`src/rtl/systolic_mac_array_pkg.sv`:
```
// Shared definitions for the systolic MAC array and its upstream shifter.
//   - calc_max_dim : array dimension derived from bus and operand widths
//   - state_e      : 2-bit sequencer state encoding
//   - elem_idx     : flat index of element (i,j) in a row-major packed matrix
package systolic_mac_array_pkg;

  localparam int DEF_DATA_WIDTH = 8;
  localparam int DEF_BUS_WIDTH  = 32;

  function automatic int calc_max_dim(input int bus_width, input int data_width);
    return bus_width / data_width;
  endfunction

  typedef enum logic [1:0] {
    ST_IDLE  = 2'd0,
    ST_RUN   = 2'd1,
    ST_DRAIN = 2'd2,
    ST_DONE  = 2'd3
  } state_e;

  // Row-major packing: element (i,j) sits at slot i*dim+j.
  function automatic int elem_idx(input int i, input int j, input int dim);
    return i * dim + j;
  endfunction

endpackage

```
`src/rtl/systolic_mac_array_if.sv`:
```
// Bus between the register layer / shifter and the systolic MAC array.
//   master : drives start, skewed operand vectors, beat qualifiers, initial C
//   slave  : the array; returns flattened C, per-PE overflow, busy and done
interface systolic_mac_array_if
  import systolic_mac_array_pkg::*;
#(
  parameter int DATA_WIDTH = DEF_DATA_WIDTH,
  parameter int BUS_WIDTH  = DEF_BUS_WIDTH
);
  localparam int MAX_DIM = calc_max_dim(BUS_WIDTH, DATA_WIDTH);

  logic                                   start_i;
  logic [MAX_DIM*DATA_WIDTH-1:0]          in_vector_a;
  logic [MAX_DIM*DATA_WIDTH-1:0]          in_vector_b;
  logic                                   valid_i;
  logic                                   last_i;
  logic [BUS_WIDTH*MAX_DIM*MAX_DIM-1:0]   c_flat_in;
  logic [BUS_WIDTH*MAX_DIM*MAX_DIM-1:0]   c_flat_out;
  logic [MAX_DIM*MAX_DIM-1:0]             overflow_o;
  logic                                   busy_o;
  logic                                   done_o;

  modport master (
    output start_i, in_vector_a, in_vector_b, valid_i, last_i, c_flat_in,
    input  c_flat_out, overflow_o, busy_o, done_o
  );

  modport slave (
    input  start_i, in_vector_a, in_vector_b, valid_i, last_i, c_flat_in,
    output c_flat_out, overflow_o, busy_o, done_o
  );

endinterface

```
`src/rtl/systolic_mac_array_pe.sv`:
```
// One processing element of the systolic array.
//   load_i    : accumulator <- c_init_i, operand regs and overflow cleared
//   advance_i : operand regs capture a/b inputs, accumulator += a*b
//   a_o/b_o   : registered operands forwarded right / down
//   acc_o     : accumulator, ovf_o : sticky carry-out of the accumulate
module systolic_pe
  import systolic_mac_array_pkg::*;
#(
  parameter int DATA_WIDTH = DEF_DATA_WIDTH,
  parameter int BUS_WIDTH  = DEF_BUS_WIDTH
) (
  input  logic                  clk_i,
  input  logic                  rst_n_i,
  input  logic                  load_i,
  input  logic                  advance_i,
  input  logic [DATA_WIDTH-1:0] a_in_i,
  input  logic [DATA_WIDTH-1:0] b_in_i,
  input  logic [BUS_WIDTH-1:0]  c_init_i,
  output logic [DATA_WIDTH-1:0] a_o,
  output logic [DATA_WIDTH-1:0] b_o,
  output logic [BUS_WIDTH-1:0]  acc_o,
  output logic                  ovf_o
);

  logic [DATA_WIDTH-1:0]   a_q, a_d, b_q, b_d;
  logic [BUS_WIDTH-1:0]    acc_q, acc_d;
  logic                    ovf_q, ovf_d;
  logic [2*DATA_WIDTH-1:0] prod;
  logic [BUS_WIDTH:0]      sum;

  always_comb begin
    prod  = {{DATA_WIDTH{1'b0}}, a_in_i} * {{DATA_WIDTH{1'b0}}, b_in_i};
    // One extra bit on the adder exposes the carry used for the overflow flag.
    sum   = {1'b0, acc_q} + {{(BUS_WIDTH+1-2*DATA_WIDTH){1'b0}}, prod};
    a_d   = a_q;
    b_d   = b_q;
    acc_d = acc_q;
    ovf_d = ovf_q;
    if (load_i) begin
      a_d   = '0;
      b_d   = '0;
      acc_d = c_init_i;
      ovf_d = 1'b0;
    end else if (advance_i) begin
      a_d   = a_in_i;
      b_d   = b_in_i;
      acc_d = sum[BUS_WIDTH-1:0];
      ovf_d = ovf_q | sum[BUS_WIDTH];
    end
  end

  always_ff @(posedge clk_i or negedge rst_n_i) begin
    if (!rst_n_i) begin
      a_q   <= '0;
      b_q   <= '0;
      acc_q <= '0;
      ovf_q <= 1'b0;
    end else begin
      a_q   <= a_d;
      b_q   <= b_d;
      acc_q <= acc_d;
      ovf_q <= ovf_d;
    end
  end

  assign a_o   = a_q;
  assign b_o   = b_q;
  assign acc_o = acc_q;
  assign ovf_o = ovf_q;

endmodule

```
`src/rtl/systolic_mac_array.sv`:
```
// MAX_DIM x MAX_DIM output-stationary systolic MAC array with drain sequencer.
//   clk_i, rst_n_i : clock and asynchronous active-low reset
//   bus (slave)    : start, skewed operand beats (valid/last), initial C in;
//                    flattened C out, per-PE overflow, busy, one-cycle done
// A operands move left to right, B operands top to bottom. After the last
// beat the edges are fed zeros for 2*(MAX_DIM-1) cycles so the skewed tail
// reaches the far corner before done is raised.
module systolic_mac_array
  import systolic_mac_array_pkg::*;
#(
  parameter int DATA_WIDTH = DEF_DATA_WIDTH,
  parameter int BUS_WIDTH  = DEF_BUS_WIDTH
) (
  input logic               clk_i,
  input logic               rst_n_i,
  systolic_mac_array_if.slave bus
);

  localparam int MAX_DIM      = calc_max_dim(BUS_WIDTH, DATA_WIDTH);
  localparam int DRAIN_CYCLES = 2 * (MAX_DIM - 1);
  localparam int CNT_W        = $clog2(DRAIN_CYCLES + 1);

  state_e             state_q, state_d;
  logic [CNT_W-1:0]   drain_cnt_q, drain_cnt_d;
  logic               busy_q, busy_d;
  logic               done_q, done_d;
  logic               drain;
  logic               advance;

  assign drain   = (state_q == ST_DRAIN);
  // start_i wins over any beat presented in the same cycle.
  assign advance = ((state_q == ST_RUN) && bus.valid_i && !bus.start_i) || drain;

  always_comb begin
    state_d     = state_q;
    drain_cnt_d = drain_cnt_q;
    if (bus.start_i) begin
      state_d     = ST_RUN;
      drain_cnt_d = '0;
    end else begin
      case (state_q)
        ST_IDLE: ;
        ST_RUN: begin
          if (bus.valid_i && bus.last_i) begin
            state_d     = ST_DRAIN;
            drain_cnt_d = '0;
          end
        end
        ST_DRAIN: begin
          if (drain_cnt_q == CNT_W'(DRAIN_CYCLES - 1)) begin
            state_d     = ST_DONE;
            drain_cnt_d = '0;
          end else begin
            drain_cnt_d = drain_cnt_q + CNT_W'(1);
          end
        end
        ST_DONE: state_d = ST_IDLE;
        default: state_d = ST_IDLE;
      endcase
    end
    busy_d = (state_d == ST_RUN) || (state_d == ST_DRAIN);
    done_d = (state_d == ST_DONE);
  end

  always_ff @(posedge clk_i or negedge rst_n_i) begin
    if (!rst_n_i) begin
      state_q     <= ST_IDLE;
      drain_cnt_q <= '0;
      busy_q      <= 1'b0;
      done_q      <= 1'b0;
    end else begin
      state_q     <= state_d;
      drain_cnt_q <= drain_cnt_d;
      busy_q      <= busy_d;
      done_q      <= done_d;
    end
  end

  assign bus.busy_o = busy_q;
  assign bus.done_o = done_q;

  logic [DATA_WIDTH-1:0] a_pipe [MAX_DIM][MAX_DIM];
  logic [DATA_WIDTH-1:0] b_pipe [MAX_DIM][MAX_DIM];

  for (genvar gi = 0; gi < MAX_DIM; gi++) begin : g_row
    for (genvar gj = 0; gj < MAX_DIM; gj++) begin : g_col
      localparam int IDX = elem_idx(gi, gj, MAX_DIM);
      logic [DATA_WIDTH-1:0] a_in, b_in;
      logic [BUS_WIDTH-1:0]  acc;
      logic                  ovf;

      if (gj == 0) begin : g_a_edge
        assign a_in = drain ? '0 : bus.in_vector_a[gi*DATA_WIDTH +: DATA_WIDTH];
      end else begin : g_a_link
        assign a_in = a_pipe[gi][gj-1];
      end

      if (gi == 0) begin : g_b_edge
        assign b_in = drain ? '0 : bus.in_vector_b[gj*DATA_WIDTH +: DATA_WIDTH];
      end else begin : g_b_link
        assign b_in = b_pipe[gi-1][gj];
      end

      systolic_pe #(
        .DATA_WIDTH(DATA_WIDTH),
        .BUS_WIDTH (BUS_WIDTH)
      ) u_pe (
        .clk_i    (clk_i),
        .rst_n_i  (rst_n_i),
        .load_i   (bus.start_i),
        .advance_i(advance),
        .a_in_i   (a_in),
        .b_in_i   (b_in),
        .c_init_i (bus.c_flat_in[IDX*BUS_WIDTH +: BUS_WIDTH]),
        .a_o      (a_pipe[gi][gj]),
        .b_o      (b_pipe[gi][gj]),
        .acc_o    (acc),
        .ovf_o    (ovf)
      );

      assign bus.c_flat_out[IDX*BUS_WIDTH +: BUS_WIDTH] = acc;
      assign bus.overflow_o[IDX]                        = ovf;
    end
  end

endmodule

```
`src/flat_wrapper.sv`:
```
// flat-port wrapper written by rule: the top's interface ports become plain ports
module systolic_mac_array_flat import systolic_mac_array_pkg::*;
#(
  parameter int DATA_WIDTH = DEF_DATA_WIDTH,
  parameter int BUS_WIDTH  = DEF_BUS_WIDTH
)
  (clk_i, rst_n_i, bus_start_i, bus_in_vector_a, bus_in_vector_b, bus_valid_i, bus_last_i, bus_c_flat_in, bus_c_flat_out, bus_overflow_o, bus_busy_o, bus_done_o);
  systolic_mac_array_if #(.DATA_WIDTH(DATA_WIDTH), .BUS_WIDTH(BUS_WIDTH)) bus_i ();
  input logic clk_i;
  input logic rst_n_i;
  input wire logic [$bits(bus_i.start_i)-1:0] bus_start_i;
  input wire logic [$bits(bus_i.in_vector_a)-1:0] bus_in_vector_a;
  input wire logic [$bits(bus_i.in_vector_b)-1:0] bus_in_vector_b;
  input wire logic [$bits(bus_i.valid_i)-1:0] bus_valid_i;
  input wire logic [$bits(bus_i.last_i)-1:0] bus_last_i;
  input wire logic [$bits(bus_i.c_flat_in)-1:0] bus_c_flat_in;
  output wire logic [$bits(bus_i.c_flat_out)-1:0] bus_c_flat_out;
  output wire logic [$bits(bus_i.overflow_o)-1:0] bus_overflow_o;
  output wire logic [$bits(bus_i.busy_o)-1:0] bus_busy_o;
  output wire logic [$bits(bus_i.done_o)-1:0] bus_done_o;
  assign bus_i.start_i = bus_start_i;
  assign bus_i.in_vector_a = bus_in_vector_a;
  assign bus_i.in_vector_b = bus_in_vector_b;
  assign bus_i.valid_i = bus_valid_i;
  assign bus_i.last_i = bus_last_i;
  assign bus_i.c_flat_in = bus_c_flat_in;
  assign bus_c_flat_out = bus_i.c_flat_out;
  assign bus_overflow_o = bus_i.overflow_o;
  assign bus_busy_o = bus_i.busy_o;
  assign bus_done_o = bus_i.done_o;
  systolic_mac_array #(.DATA_WIDTH(DATA_WIDTH), .BUS_WIDTH(BUS_WIDTH)) u_core (.clk_i(clk_i), .rst_n_i(rst_n_i), .bus(bus_i));
endmodule
```
`config.mk`:
```
export PLATFORM = sky130hd
export DESIGN_NAME = systolic_mac_array_flat
export DESIGN_NICKNAME = d
export VERILOG_FILES = /design/src/rtl/systolic_mac_array_pkg.sv /design/src/rtl/systolic_mac_array_if.sv /design/src/rtl/systolic_mac_array_pe.sv /design/src/rtl/systolic_mac_array.sv /design/src/flat_wrapper.sv
export SDC_FILE = /design/constraint.sdc
export NUM_CORES = 2
export LEC_CHECK = 0
export ABC_AREA = 1
export BUFFER_PORTS_ARGS = -buffer_cell sky130_fd_sc_hd__buf_2
export CAP_MARGIN = 15
export CORE_MARGIN = 2
export CORE_UTILIZATION = 25
export DETAILED_ROUTE_END_ITERATION = 6
export PLACE_DENSITY_LB_ADDON = 0.05
export REMOVE_ABC_BUFFERS = 1
export SETUP_SLACK_MARGIN = 0.1
export SYNTH_ARGS = -nofsm -noshare
export SYNTH_HDL_FRONTEND = slang
export SYNTH_SLANG_ARGS = --single-unit
```
`constraint.sdc`:
```
create_clock -name clk_i -period 14.39 [get_ports clk_i]
set_input_delay 1.439 -clock clk_i [delete_from_list [all_inputs] [get_ports clk_i]]
set_output_delay 1.439 -clock clk_i [all_outputs]
set_load 0.005 [all_outputs]
```
==> summary.md <==
| Metric | Value |
|---|---|
| Status | finished with violations |
| Violations in the final reports | design-rule violations |
| Share of post-route cells with drive strength above 1 | 9.39% |
| # hold bufs at CTS | 0 |
| Via count of the first global-routing pass | 88100 |
| Clock latency on the worst-skew pair | ~0.9 ns |
| Largest clock skew in the final design | 0.0505 ns |
| Post-DP Area | 100000 sq um |
| Share of synthesized area occupied by flip-flops and latches | 20.1% |
| Final estimated routing congestion in global placement | between 0.8 and 0.9 |
| Maximum VDD drop | 0.0978 mV |
| # clock sinks | 727 |
| Yosys reg bits | roughly 730 |
| # IOs | 1111 |
| Maximum buffer depth of the clock tree | 4 |
| Portion of total power attributed to sequential cells | 23.8% |
| Int Pwr | 6.58 mW |
| Detail Route Antenna Nets | 0 |
| Number of design rule violations left after detail routing | 3 |
| Unrepaired setup endpoints after global routing | no |
| Floorplan core area | 360000 sq um |
| Global-route usage over all layers | 20.8% |
| Cell with the biggest individual delay on the critical path | sky130_fd_sc_hd__clkinv_1 |
| Sum of overflow across all layers after global routing | 0 |
| Share of the cycle needed by the critical path after routing | 43.3% |
| Non-filler cells, final | around 20000 |
| CP Data Required Time | 15.16 ns |
| CTS tree | yes |
| Share of flip-flops with an asynchronous set or reset after synthesis | 100% |
| Number of gates resized after cts | 0 |
| Min-delay worst type | flop to flop |
| Area growth, synth to finish | 15.4% |
| Sw Pwr | between 6 and 7 mW |
| Per-cell routed wire length | just under 20 um |
| Crit end category | flop |
| PnR Total Power | 13.1 mW |
| PortBufs | 1110 |
| Cell area power density | 126 nW/um^2 |
| Std cell rows | 220 |
| Post-Syn Instances | around 14000 |
| Post CTS Setup Buffer Count | 0 |
| Yosys warnings | 0 |
| Largest net degree at the start of global routing | 124 |
| Y dimension of the die | 606 um |
| Post-Syn Area per Cell | 6.50 sq um |
| Number of flops mapped to enable cells by yosys | 0 |
| Summed area of non-filler cells in the final layout | roughly 100000 sq um |
| Clock-pin slew reported for the worst setup and hold paths after clock tree synthesis | 0.06 ns |
| Initial antenna violation count | 56 |
| Post-DP HPWL | 316000 um |
| Effective utilization at floorplan | 25.1% |
| Final setup vio count | 0 |
| Worst Hold Margin | 0.500 ns |
| Synth unique cells | 38 |
| MaxCap Viol Count | 0 |
| Adder-cell share of the synthesized area | 26.8% |
| Crit path time final | 6.23 ns |
| Die footprint | 367000 sq um |
| Static leakage power | 60.3 nW |
| Max Freq | 0.161 GHz |
| Complex-gate fraction of the synthesized area | roughly 6.6% |
| Synth Area in XOR/XNOR | 0.474% |
| Total count of hold-check failures in the final report | 0 |
| Critical Path Fanout Max | 31 |
| Level count of the clock H-tree | 3 |
| Cell area after synthesis | just over 90000 sq um |
| Worst slew margin | 29.2% |
| Top flip-flop cell by instance count after synthesis | sky130_fd_sc_hd__dfrtp_1 |
| Worst-Margin Slew | 1.06 ns |
| Largest family of logic cells by synthesized area | simple AND/OR/NAND/NOR gates |
| TritonRoute pass-1 iters | 7 |
| Data arrival time of the critical path | 7.00 ns |
| Wire length of the first global-routing pass | between 500000 and 600000 um |
| Clk pwr share | 23.0% |
| Width of the die | 606 um |
| Setup CP Type | flop to flop |
| Via count | 85300 |
| Clock root cell | sky130_fd_sc_hd__clkbuf_16 |
| Net Sw Frac | 49.8% |
| Cell type with the highest occurrence count on the critical path | sky130_fd_sc_hd__nand2_1 |
| Final sum of negative setup slack | 0 ns |
| Mean number of vias per cell | ~4.4 |
| Largest stage delay on the critical path | 0.59 ns |
| Placed Cells | about 19000 |
| Cell-by-cell listing of the critical path | nand2_4, buf_4, clkinv_1, nor2_1, nand2_1, fa_1, inv_1, fa_1, fa_1, inv_1, fa_1, inv_1, ha_1, nand2_1, nor2_1, nand3_1, nand3_1, nand2_1, nand3_1, nand3_1, nand2_1, nand2_1 |
| Multiplexer share of the synthesized area | 0.0111% |
| Crit path launch type | flop |
| Post-Synth Simple-Gate Area | 30.0% |
| Combinational cell fraction of total power | 53.2% |
| WL final | 384000 um |
| Post-layout nets | ~17000 |
| CTS buffer count | 116 |
| Max Transition Viols Final | 0 |
| Number of DRC violations after detailed-routing iteration 0 | 4422 |
area by class of cell:
class / count / area, sq um
sequential: 727 / 18200
fill: 41000 / 255000
antenna: 12 / 30.0
multi-input combinational: 9413 / 57800
timing repair buffer: 1168 / 6060
clock buffer: 162 / 3320
inverter: 3303 / 12400
tap: 4773 / 5970
clock inverter: 48 / 559
layer usage:
metal  routed length, um  share of wire (%)  GRT usage (%)  up-vias
li1                    -                  -              -    43200
met1              176000                 46           27.5    40400
met2              185000                 48           36.1     1355
met3               12800                3.3           2.21      342
met4                9780                2.5           4.90       16
met5                 107              0.028              0        -
stage by stage:
| step | setup slack (ns) | util (%) |
|---|---|---|
| CTS | 8.05 | 29.0 |
| global placement | 8.15 | 27.9 |
| floorplan | -33.13 | - |
| finish | 8.16 | 29.0 |
| global route | 7.66 | 29.0 |
| detailed placement | 8.07 | 27.9 |
sequential cells by signal, summed over array words and instances, names as in the netlist:
register / count
u_core.g_row.g_col.u_pe.acc_o: 512
u_core.g_row.g_col.u_pe.ovf_o: 16
u_core.bus.busy_o: 1
u_core.g_row.g_col.u_pe.b_o: 96
u_core.bus.done_o: 1
u_core.state_q: 2
u_core.g_row.g_col.u_pe.a_o: 96
u_core.drain_cnt_q: 3
worst paths after layout:
kind,from,end,slack [ns],cells after the start
worst max-delay path,u_core.state_q[1]$_DFF_PN0_,u_core.g_row[0].g_col[0].u_pe.acc_o[20]$_DFFE_PN0P_,8.16,22
worst min-delay path,u_core.g_row[1].g_col[2].u_pe.ovf_o$_DFFE_PN0P_,u_core.g_row[1].g_col[2].u_pe.ovf_o$_DFFE_PN0P_,0.50,2
worst max register to register,u_core.state_q[1]$_DFF_PN0_,u_core.g_row[0].g_col[0].u_pe.acc_o[20]$_DFFE_PN0P_,8.16,22
worst min register to register,u_core.g_row[1].g_col[2].u_pe.ovf_o$_DFFE_PN0P_,u_core.g_row[1].g_col[2].u_pe.ovf_o$_DFFE_PN0P_,0.50,2
max in group asynchronous,rst_n_i,u_core.g_row[0].g_col[0].u_pe.acc_o[3]$_DFFE_PN0P_,11.43,4
min in group asynchronous,rst_n_i,u_core.g_row[2].g_col[3].u_pe.acc_o[21]$_DFFE_PN0P_,0.53,1
cells by family after synthesis:
family,Yosys count
simple gates,6822
buf+inv,3773
fa+ha+maj,1457
compound gates,1084
flops,727
xor+xnor,49
mux,1
power by group through the flow:
stage / Combinational [mW] / Clock [mW] / Sequential (mW)
2_1_floorplan: 4.74 / 0 / 2.87
3_3_place_gp: 7.16 / 0 / 3.19
3_5_place_dp: 7.12 / 0 / 3.18
4_1_cts: 7.17 / 3.15 / 3.15
5_1_grt: 8.12 / 3.20 / 3.19
6_report: 6.97 / 3.02 / 3.12
synthesized netlist by cell type (3+ instances only):
cell                       count  area share (%)
sky130_fd_sc_hd__buf_2       163            0.90
sky130_fd_sc_hd__o21ai_1       4           0.022
sky130_fd_sc_hd__nor4_1       10           0.069
sky130_fd_sc_hd__o21ai_0     430             2.4
sky130_fd_sc_hd__a31oi_1      70            0.48
sky130_fd_sc_hd__nor2_1     1468             6.1
sky130_fd_sc_hd__or2_2        27            0.19
sky130_fd_sc_hd__ha_1        657             9.1
sky130_fd_sc_hd__buf_1        19           0.079
sky130_fd_sc_hd__nand3_1     886             4.9
sky130_fd_sc_hd__a21boi_0     16            0.13
sky130_fd_sc_hd__dfrtp_1     727              20
sky130_fd_sc_hd__o211ai_1     32            0.27
sky130_fd_sc_hd__nor3b_1       3           0.025
sky130_fd_sc_hd__inv_1      3300              14
sky130_fd_sc_hd__buf_4        16            0.13
sky130_fd_sc_hd__fa_1        800              18
sky130_fd_sc_hd__xor2_1       49            0.47
sky130_fd_sc_hd__a22oi_1      59            0.49
sky130_fd_sc_hd__nand4_1      78            0.54
sky130_fd_sc_hd__buf_6         3           0.037
sky130_fd_sc_hd__o31ai_1      69            0.57
sky130_fd_sc_hd__clkbuf_1    269             1.1
sky130_fd_sc_hd__nor4_2        3           0.041
sky130_fd_sc_hd__nor3_1       97            0.54
sky130_fd_sc_hd__a21oi_1     396             2.2
sky130_fd_sc_hd__o21bai_1      6           0.050
sky130_fd_sc_hd__nand2_1    4243              18
worst max-delay path, delay by kind of cell (launching register included):
family                   cells  cell delay (ns)
adder cells (fa/ha/maj)      5             2.38
AND/OR/NAND/NOR             12             2.03
buffers and inverters        5             1.27
flip-flops                   1             0.40
layout by cell type (no fill, tap or decap), types with 11 or more instances in the layout:
| master | synthesis | routed |
|---|---|---|
| sky130_fd_sc_hd__buf_2 | 163 | 1108 |
| sky130_fd_sc_hd__nor3_1 | 97 | 97 |
| sky130_fd_sc_hd__buf_4 | 16 | 54 |
| sky130_fd_sc_hd__o31ai_1 | 69 | 69 |
| sky130_fd_sc_hd__clkbuf_1 | 269 | 23 |
| sky130_fd_sc_hd__o211ai_1 | 32 | 32 |
| sky130_fd_sc_hd__fa_1 | 800 | 800 |
| sky130_fd_sc_hd__o21ai_0 | 430 | 430 |
| sky130_fd_sc_hd__xor2_1 | 49 | 49 |
| sky130_fd_sc_hd__nand3_1 | 886 | 886 |
| sky130_fd_sc_hd__nand2_1 | 4243 | 4242 |
| sky130_fd_sc_hd__clkbuf_8 | 0 | 22 |
| sky130_fd_sc_hd__ha_1 | 657 | 657 |
| sky130_fd_sc_hd__clkbuf_16 | 0 | 117 |
| sky130_fd_sc_hd__dfrtp_1 | 727 | 727 |
| sky130_fd_sc_hd__nand4_1 | 78 | 78 |
| sky130_fd_sc_hd__a21oi_1 | 396 | 396 |
| sky130_fd_sc_hd__diode_2 | 0 | 12 |
| sky130_fd_sc_hd__inv_1 | 3300 | 3300 |
| sky130_fd_sc_hd__a31oi_1 | 70 | 70 |
| sky130_fd_sc_hd__bufinv_16 | 0 | 11 |
| sky130_fd_sc_hd__a22oi_1 | 59 | 59 |
| sky130_fd_sc_hd__or2_2 | 27 | 27 |
| sky130_fd_sc_hd__a21boi_0 | 16 | 16 |
| sky130_fd_sc_hd__clkinv_2 | 0 | 22 |
| sky130_fd_sc_hd__nor2_1 | 1468 | 1468 |
Note: power is estimated with default switching activity, not from simulation.
